--- src/rtl/decode_stage_pkg.sv ---
// Shared types and constants for the decode/operand-fetch stage.
// Holds the ALU function encodings and the two accepted RV32I opcodes.
package decode_stage_pkg;

  localparam int XLEN_DEF     = 32;
  localparam int NUM_REGS_DEF = 32;
  localparam int PEND_MAX_DEF = 3;

  localparam logic [6:0] OPC_OP     = 7'b0110011;
  localparam logic [6:0] OPC_OP_IMM = 7'b0010011;

  typedef enum logic [2:0] {
    ALU_ADD  = 3'b000,
    ALU_SLL  = 3'b001,
    ALU_SLT  = 3'b010,
    ALU_SLTU = 3'b011,
    ALU_XOR  = 3'b100,
    ALU_SR   = 3'b101,
    ALU_OR   = 3'b110,
    ALU_AND  = 3'b111
  } alu_funct3_e;

  typedef enum logic [6:0] {
    ALU_PASS = 7'b0000000,
    ALU_NEG  = 7'b0100000
  } alu_funct7_e;

endpackage

--- src/rtl/decode_stage_reg_file.sv ---
// Architectural register file: two async read ports, one sync write port.
// x0 reads as zero; a write in the same cycle is forwarded to the readers.
module decode_stage_reg_file
  import decode_stage_pkg::*;
#(
  parameter int XLEN     = XLEN_DEF,
  parameter int NUM_REGS = NUM_REGS_DEF,
  localparam int AW      = $clog2(NUM_REGS)
) (
  input  logic            clk_i,
  input  logic            rst_i,
  input  logic            we,
  input  logic [AW-1:0]   waddr,
  input  logic [XLEN-1:0] wdata,
  input  logic [AW-1:0]   raddr1,
  output logic [XLEN-1:0] rdata1,
  input  logic [AW-1:0]   raddr2,
  output logic [XLEN-1:0] rdata2
);

  logic [XLEN-1:0] mem [NUM_REGS];

  always_ff @(posedge clk_i) begin
    if (rst_i) begin
      for (int r = 0; r < NUM_REGS; r++) mem[r] <= '0;
    end else if (we && waddr != '0) begin
      mem[waddr] <= wdata;
    end
  end

  assign rdata1 = (raddr1 == '0) ? '0 :
                  (we && waddr == raddr1) ? wdata : mem[raddr1];
  assign rdata2 = (raddr2 == '0) ? '0 :
                  (we && waddr == raddr2) ? wdata : mem[raddr2];

endmodule

--- src/rtl/decode_stage.sv ---
// Decode/operand-fetch stage: decodes OP/OP-IMM, reads operands, tracks
// in-flight writes per register and registers the execute payload.
module decode_stage
  import decode_stage_pkg::*;
#(
  parameter int XLEN     = XLEN_DEF,
  parameter int NUM_REGS = NUM_REGS_DEF,
  parameter int PEND_MAX = PEND_MAX_DEF
) (
  input  logic            clk_i,
  input  logic            rst_i,
  input  logic            instr_valid_i,
  output logic            instr_ready_o,
  input  logic [31:0]     instr_i,
  output logic            ex_valid_o,
  input  logic            ex_ready_i,
  output logic [XLEN-1:0] op1_o,
  output logic [XLEN-1:0] op2_o,
  output alu_funct3_e     funct3_o,
  output alu_funct7_e     funct7_o,
  output logic [4:0]      rd_o,
  output logic            illegal_o,
  input  logic            wb_en_i,
  input  logic [4:0]      wb_rd_i,
  input  logic [XLEN-1:0] wb_data_i
);

  localparam int PCW = $clog2(PEND_MAX + 1);

  logic [6:0]      opcode;
  logic [4:0]      rs1, rs2, rd;
  logic            is_op, is_op_imm, legal;
  logic [XLEN-1:0] rs1_data, rs2_data, imm;
  logic [PCW-1:0]  pend [NUM_REGS];
  logic            rs1_busy, rs2_busy, rd_full, hazard, accept;

  logic [XLEN-1:0] dec_op1, dec_op2;
  alu_funct3_e     dec_funct3;
  alu_funct7_e     dec_funct7;
  logic [4:0]      dec_rd;
  logic            dec_illegal;

  assign opcode    = instr_i[6:0];
  assign rd        = instr_i[11:7];
  assign rs1       = instr_i[19:15];
  assign rs2       = instr_i[24:20];
  assign is_op     = (opcode == OPC_OP);
  assign is_op_imm = (opcode == OPC_OP_IMM);
  assign legal     = is_op || is_op_imm;
  assign imm       = {{(XLEN-12){instr_i[31]}}, instr_i[31:20]};

  decode_stage_reg_file #(
    .XLEN     (XLEN),
    .NUM_REGS (NUM_REGS)
  ) u_reg_file (
    .clk_i  (clk_i),
    .rst_i  (rst_i),
    .we     (wb_en_i),
    .waddr  (wb_rd_i),
    .wdata  (wb_data_i),
    .raddr1 (rs1),
    .rdata1 (rs1_data),
    .raddr2 (rs2),
    .rdata2 (rs2_data)
  );

  // A source whose only outstanding write lands this cycle is not busy:
  // the register file forwards that write to the read port.
  assign rs1_busy = (pend[rs1] != '0) &&
                    !(pend[rs1] == PCW'(1) && wb_en_i && wb_rd_i == rs1);
  assign rs2_busy = (pend[rs2] != '0) &&
                    !(pend[rs2] == PCW'(1) && wb_en_i && wb_rd_i == rs2);
  assign rd_full  = (pend[rd] == PCW'(PEND_MAX));
  assign hazard   = instr_valid_i && legal &&
                    (rs1_busy || (is_op && rs2_busy) || rd_full);

  // Handshake: a beat moves when valid && ready on a rising edge. The input
  // side is ready when the output slot is empty or draining and no hazard;
  // the output payload is held while ex_valid_o && !ex_ready_i.
  assign instr_ready_o = (!ex_valid_o || ex_ready_i) && !hazard;
  assign accept        = instr_valid_i && instr_ready_o;

  always_comb begin
    dec_illegal = 1'b0;
    dec_rd      = rd;
    dec_funct3  = alu_funct3_e'(instr_i[14:12]);
    dec_funct7  = ALU_PASS;
    dec_op1     = rs1_data;
    dec_op2     = rs2_data;
    if (is_op) begin
      if (instr_i[31:25] == ALU_NEG) dec_funct7 = ALU_NEG;
    end else if (is_op_imm) begin
      dec_op2 = imm;
      if (dec_funct3 == ALU_SR && instr_i[30]) dec_funct7 = ALU_NEG;
    end else begin
      dec_illegal = 1'b1;
      dec_rd      = '0;
      dec_funct3  = ALU_ADD;
      dec_op1     = '0;
      dec_op2     = '0;
    end
  end

  always_ff @(posedge clk_i) begin
    if (rst_i) begin
      ex_valid_o <= 1'b0;
      op1_o      <= '0;
      op2_o      <= '0;
      funct3_o   <= ALU_ADD;
      funct7_o   <= ALU_PASS;
      rd_o       <= '0;
      illegal_o  <= 1'b0;
    end else if (accept) begin
      ex_valid_o <= 1'b1;
      op1_o      <= dec_op1;
      op2_o      <= dec_op2;
      funct3_o   <= dec_funct3;
      funct7_o   <= dec_funct7;
      rd_o       <= dec_rd;
      illegal_o  <= dec_illegal;
    end else if (ex_ready_i) begin
      ex_valid_o <= 1'b0;
    end
  end

  // A decrement with nothing outstanding is a spurious writeback and is dropped.
  always_ff @(posedge clk_i) begin
    if (rst_i) begin
      for (int r = 0; r < NUM_REGS; r++) pend[r] <= '0;
    end else begin
      for (int r = 1; r < NUM_REGS; r++) begin
        if ((accept && legal && rd == 5'(r)) && !(wb_en_i && wb_rd_i == 5'(r)))
          pend[r] <= pend[r] + 1'b1;
        else if (!(accept && legal && rd == 5'(r)) && wb_en_i && wb_rd_i == 5'(r) &&
                 pend[r] != '0)
          pend[r] <= pend[r] - 1'b1;
      end
    end
  end

endmodule

--- config.mk ---
export PLATFORM = sky130hd
export DESIGN_NAME = decode_stage
export DESIGN_NICKNAME = d
export VERILOG_FILES = /design/src/rtl/decode_stage_pkg.sv /design/src/rtl/decode_stage_reg_file.sv /design/src/rtl/decode_stage.sv
export SDC_FILE = /design/constraint.sdc
export NUM_CORES = 2
export LEC_CHECK = 0
export CAP_MARGIN = 25
export CORE_AREA = 5 5 458 460
export CTS_CLUSTER_SIZE = 10
export DETAILED_ROUTE_END_ITERATION = 7
export DIE_AREA = 0 0 463 465
export PLACE_DENSITY_LB_ADDON = 0.25
export SYNTH_ARGS = -nofsm -noshare
export SYNTH_HDL_FRONTEND = slang
export SYNTH_SLANG_ARGS = --single-unit
--- constraint.sdc ---
create_clock -name clk_i -period 7.1 [get_ports clk_i]
set_input_delay 1.065 -clock clk_i [delete_from_list [all_inputs] [get_ports clk_i]]
set_output_delay 1.065 -clock clk_i [all_outputs]
set_load 0.02 [all_outputs]
==> results.txt <==
The headroom to the max-slew limit is 21.9%. The most frequently used flop master after synthesis is edfxtp_1. The number of buffers between clock root and the deepest sink is 3.

Setup violations remaining at the end of the flow were counted as 0. The HPWL after detailed placement is 143000 um. The residual antenna-violating net count after detailed routing is 0.

Sequential elements use 54.0% of the synthesized area. The weighted congestion reported at the end of routability-driven placement is 0.861. Setup slack on the worst reg-to-reg path comes out at roughly 2.7 ns.

The count of buffers added on input and output ports is 149. The number of iterations in the first detailed-routing pass is 6. The count of clock tree sinks is 1161.

The area share of the largest cell type after synthesis is 51.6%. edfxtp_1 is the most common cell in the netlist. Sorting the synthesized cells by area gives the leading types as edfxtp_1 (52%), mux4_2 (23%), and2_1 (6.1%).

The clock insertion delay at the later pin of the skew report is 0.81 ns. Counting every instance in the synthesized netlist gives 4346. The library cell with the largest summed area after synthesis is edfxtp_1.

Summing all placed instances gives a cell area of 68100 um2. about 160 I/O pins were placed. Counting flops with a built-in enable in the synthesized netlist gives 1086. The multi-input combinational cells in the finished layout cover a total of 27600 um2.

The share of the clock period used by the worst path after layout is approximately 87%. In this run the most critical hold path is launched from op1_o[25]. The TritonCTS clock tree is built. In the synthesized netlist, the cells that appear most often are edfxtp_1 (1086), mux4_2 (645), and2_1 (620), and3_1 (389), clkbuf_1 (385). The fraction of layout instances using a drive strength above 1 came out at 24.5%. The effective utilization at floorplan came out at a little over 30%. The final cell area excluding filler cells came out at 72800 um2.

The worst hold path belongs to the class reg -> reg. The proportion of synthesized flip-flops having asynchronous set or reset came out at 0%. The depth of the worst register-to-register path came out at 8. The worst setup path is captured at a primary output.

Clock tree synthesis inserted a total of 144 buffers. The y dimension of the die came out at 465 um. The per-instance average area after synthesis came out at 14.5 um2. The number of maximum-capacitance violations is 0. The routed wire length is between 200000 and 250000 um. The worst setup path is launched from an input port. From left edge to right edge, the die measures 463 um. The distinct cell type count after synthesis is 72. The H-tree generated during clock tree synthesis spans 4 levels.

The area enclosed by the die boundary came out at 215000 um2. In this run the critical register-to-register path is launched from pend[5][0]. The via count of the first global-routing pass came out at 42.1k. The peak supply drop is 267 uV. Summed over all failing endpoints, the final setup total negative slack is 0 ns.

Registers take 34100 um2. The hold violation count in the final report came out at 0. Along the worst hold path, the cell count comes to 1. The flow ran to the end, and the final reports show no timing, DRC or antenna violations. The synthesized design contains approximately 1.2k register bits. The global router's overall resource usage came out at 22.2%. The worst hold path terminates at op1_o[25]. The synthesized cell area is 63200 um2. The overflow left after global routing came out at 0. The count of final max-slew check failures came out at 0. The number of placement rows came out at 167. The Yosys warning count came out at 0. The data arrival time of the critical path came out at 5.13 ns. Cells fill 35.4% of the core in the end. After detailed routing, the number of remaining DRC violations is 0.

The required time of the critical path is 6.03 ns. The vias after detailed routing came out at 42.6k. The actual slew at the worst max-slew pin came out at 1.17 ns. The number of antenna violations at the first check in global routing came out at 19.

Once the clock tree was built, the setup fixing pass inserted 0 buffers. In this run the critical register-to-register path is captured at op1_o[13]. The core area is 206000 um2. The count of instances resized after the clock tree is built came out at 0.

The first global-routing pass estimated roughly 340000 um of wire. Dividing the detail-routed wire length by the instance count gives 34.2 um. The largest clock skew in the final design is between 0.04 and 0.05 ns.

For this block, the initial DRC count from the detailed router was 5972. The maximum operating frequency is 0.161 GHz. The leakage dissipation came out at 0.0253 uW.

The pin count of the biggest net entering global routing came out at about 200. The layout-stage area growth over the synthesis result came out at 15.1%. Buffers inserted to repair hold after CTS numbered 0. The number of filler instances in the final layout came out at 19.6k. After detailed routing, the number of vias per cell comes to 5.94. The net total in the final layout is 4423. The power density over the cells is 237 nW/um2. The clock period minus worst slack is 6.20 ns.

Of all nets on the critical path, the largest fanout is 21. The clock edge transition at the registers on the reported setup and hold paths is 0.05 ns. In this run the clock root is driven by a clkbuf_16. The setup path with the least slack is of type in -> out. Setup repair after global routing left no endpoint under its margin.
-- kinds of logic (layout without fill, tap and decap cells) --
logic type	after synthesis	in the layout	share of synthesized area, %
flip-flops	1161	1161	54.0
multiplexers	708	708	24.0
AO/OA/AOI/OAI	456	456	5.10
XOR/XNOR	21	21	0.291
AND/OR/NAND/NOR	1478	1478	13.3
adder cells (fa/ha/maj)	1	1	0.0198
other	1	51	0.00593
buffers and inverters	520	593	3.27
-- worst max path at each step --
stage / slack (ns) / end / cells after the start / startpoint
5_1_grt: 0.74 / instr_ready_o / 10 / wb_rd_i[0]
4_1_cts: 0.99 / instr_ready_o / 10 / wb_rd_i[0]
3_5_place_dp: 1.01 / instr_ready_o / 10 / wb_rd_i[0]
3_3_place_gp: 1.04 / instr_ready_o / 10 / wb_rd_i[0]
6_report: 0.90 / instr_ready_o / 10 / wb_rd_i[0]
2_1_floorplan: 2.30 / pend[30][0] / 7 / rst_i
-- where the power goes --
part / leakage [uW] / internal (uW) / switching, uW
combinational: 0.0122 / 929 / 1260
sequential: 0.0110 / 7860 / 219
clock: 0.00208 / 3980 / 2990
total: 0.0253 / 12800 / 4470
-- cell type report --
type,count,share of cell area (%)
inverters,29,0.153
diodes,13,0.0447
clock inverters,32,0.420
flip-flops and latches,1161,46.9
clock buffers,222,5.54
repair buffers,310,4.38
multi-input cells,2702,37.9
well taps,2704,4.65
-- worst max-delay path: stages --
cell	delay, ns
clkdlybuf4s50_1	0.84
xor2_1	0.15
nor4_1	0.89
nand2_4	0.44
o311a_1	0.30
a2bb2oi_2	0.29
nand2_1	0.26
nand2_1	0.09
a21boi_1	0.16
clkdlybuf4s50_1	0.64
-- cell usage in the layout, fill, tap and decap left out, types with 12 or more instances in the layout --
cell type,synthesis,routed
mux4_2,645,645
inv_1,29,17
nor2b_1,22,21
nor3_1,40,33
conb_1,1,38
a211oi_1,31,30
or3_1,13,13
mux2i_1,56,56
o22ai_1,16,16
clkdlybuf4s50_1,0,137
nand3_1,64,63
dfxtp_1,75,75
clkbuf_1,385,68
nor2_4,0,18
a22oi_1,48,48
o21ai_0,49,36
o2bb2ai_1,35,35
diode_2,0,13
o21ai_4,1,14
a21oi_1,123,121
xor2_1,14,14
nand2b_1,12,12
clkinv_1,0,13
buf_4,9,131
a2111oi_0,14,14
edfxtp_1,1086,1086
o211ai_1,35,35
clkbuf_16,0,151
and3_1,389,387
nand2_1,148,142
and2_1,620,618
nor2_1,134,115
-- per-stage QoR --
step	hold slack (ns)	setup WS (ns)	power (uW)	std cells
global placement	0.449	1.04	10300	6879
floorplan	0.544	2.30	9470	4383
CTS	0.462	0.991	17300	7148
finish	0.461	0.903	17200	7173
detailed placement	0.446	1.01	10400	6894
global route	0.480	0.739	17700	7166
-- state kept, by name (all words and copies together), names as in the netlist --
name / count
u_reg_file.mem: 1024
illegal_o: 1
op2_o: 32
ex_valid_o: 1
funct7_o: 1
rd_o: 5
op1_o: 32
pend: 62
funct3_o: 3
-- layer usage --
| layer | routed length (um) | global-route usage, % | up-vias |
|---|---|---|---|
| met3 | 25100 | 5.05 | 430 |
| met5 | 58 | 0 | - |
| met2 | 111000 | 34.4 | 2579 |
| li1 | - | - | 17200 |
| met4 | 7980 | 7.10 | 8 |
| met1 | 101000 | 31.1 | 22500 |
Power figures use the tool's default switching activity.
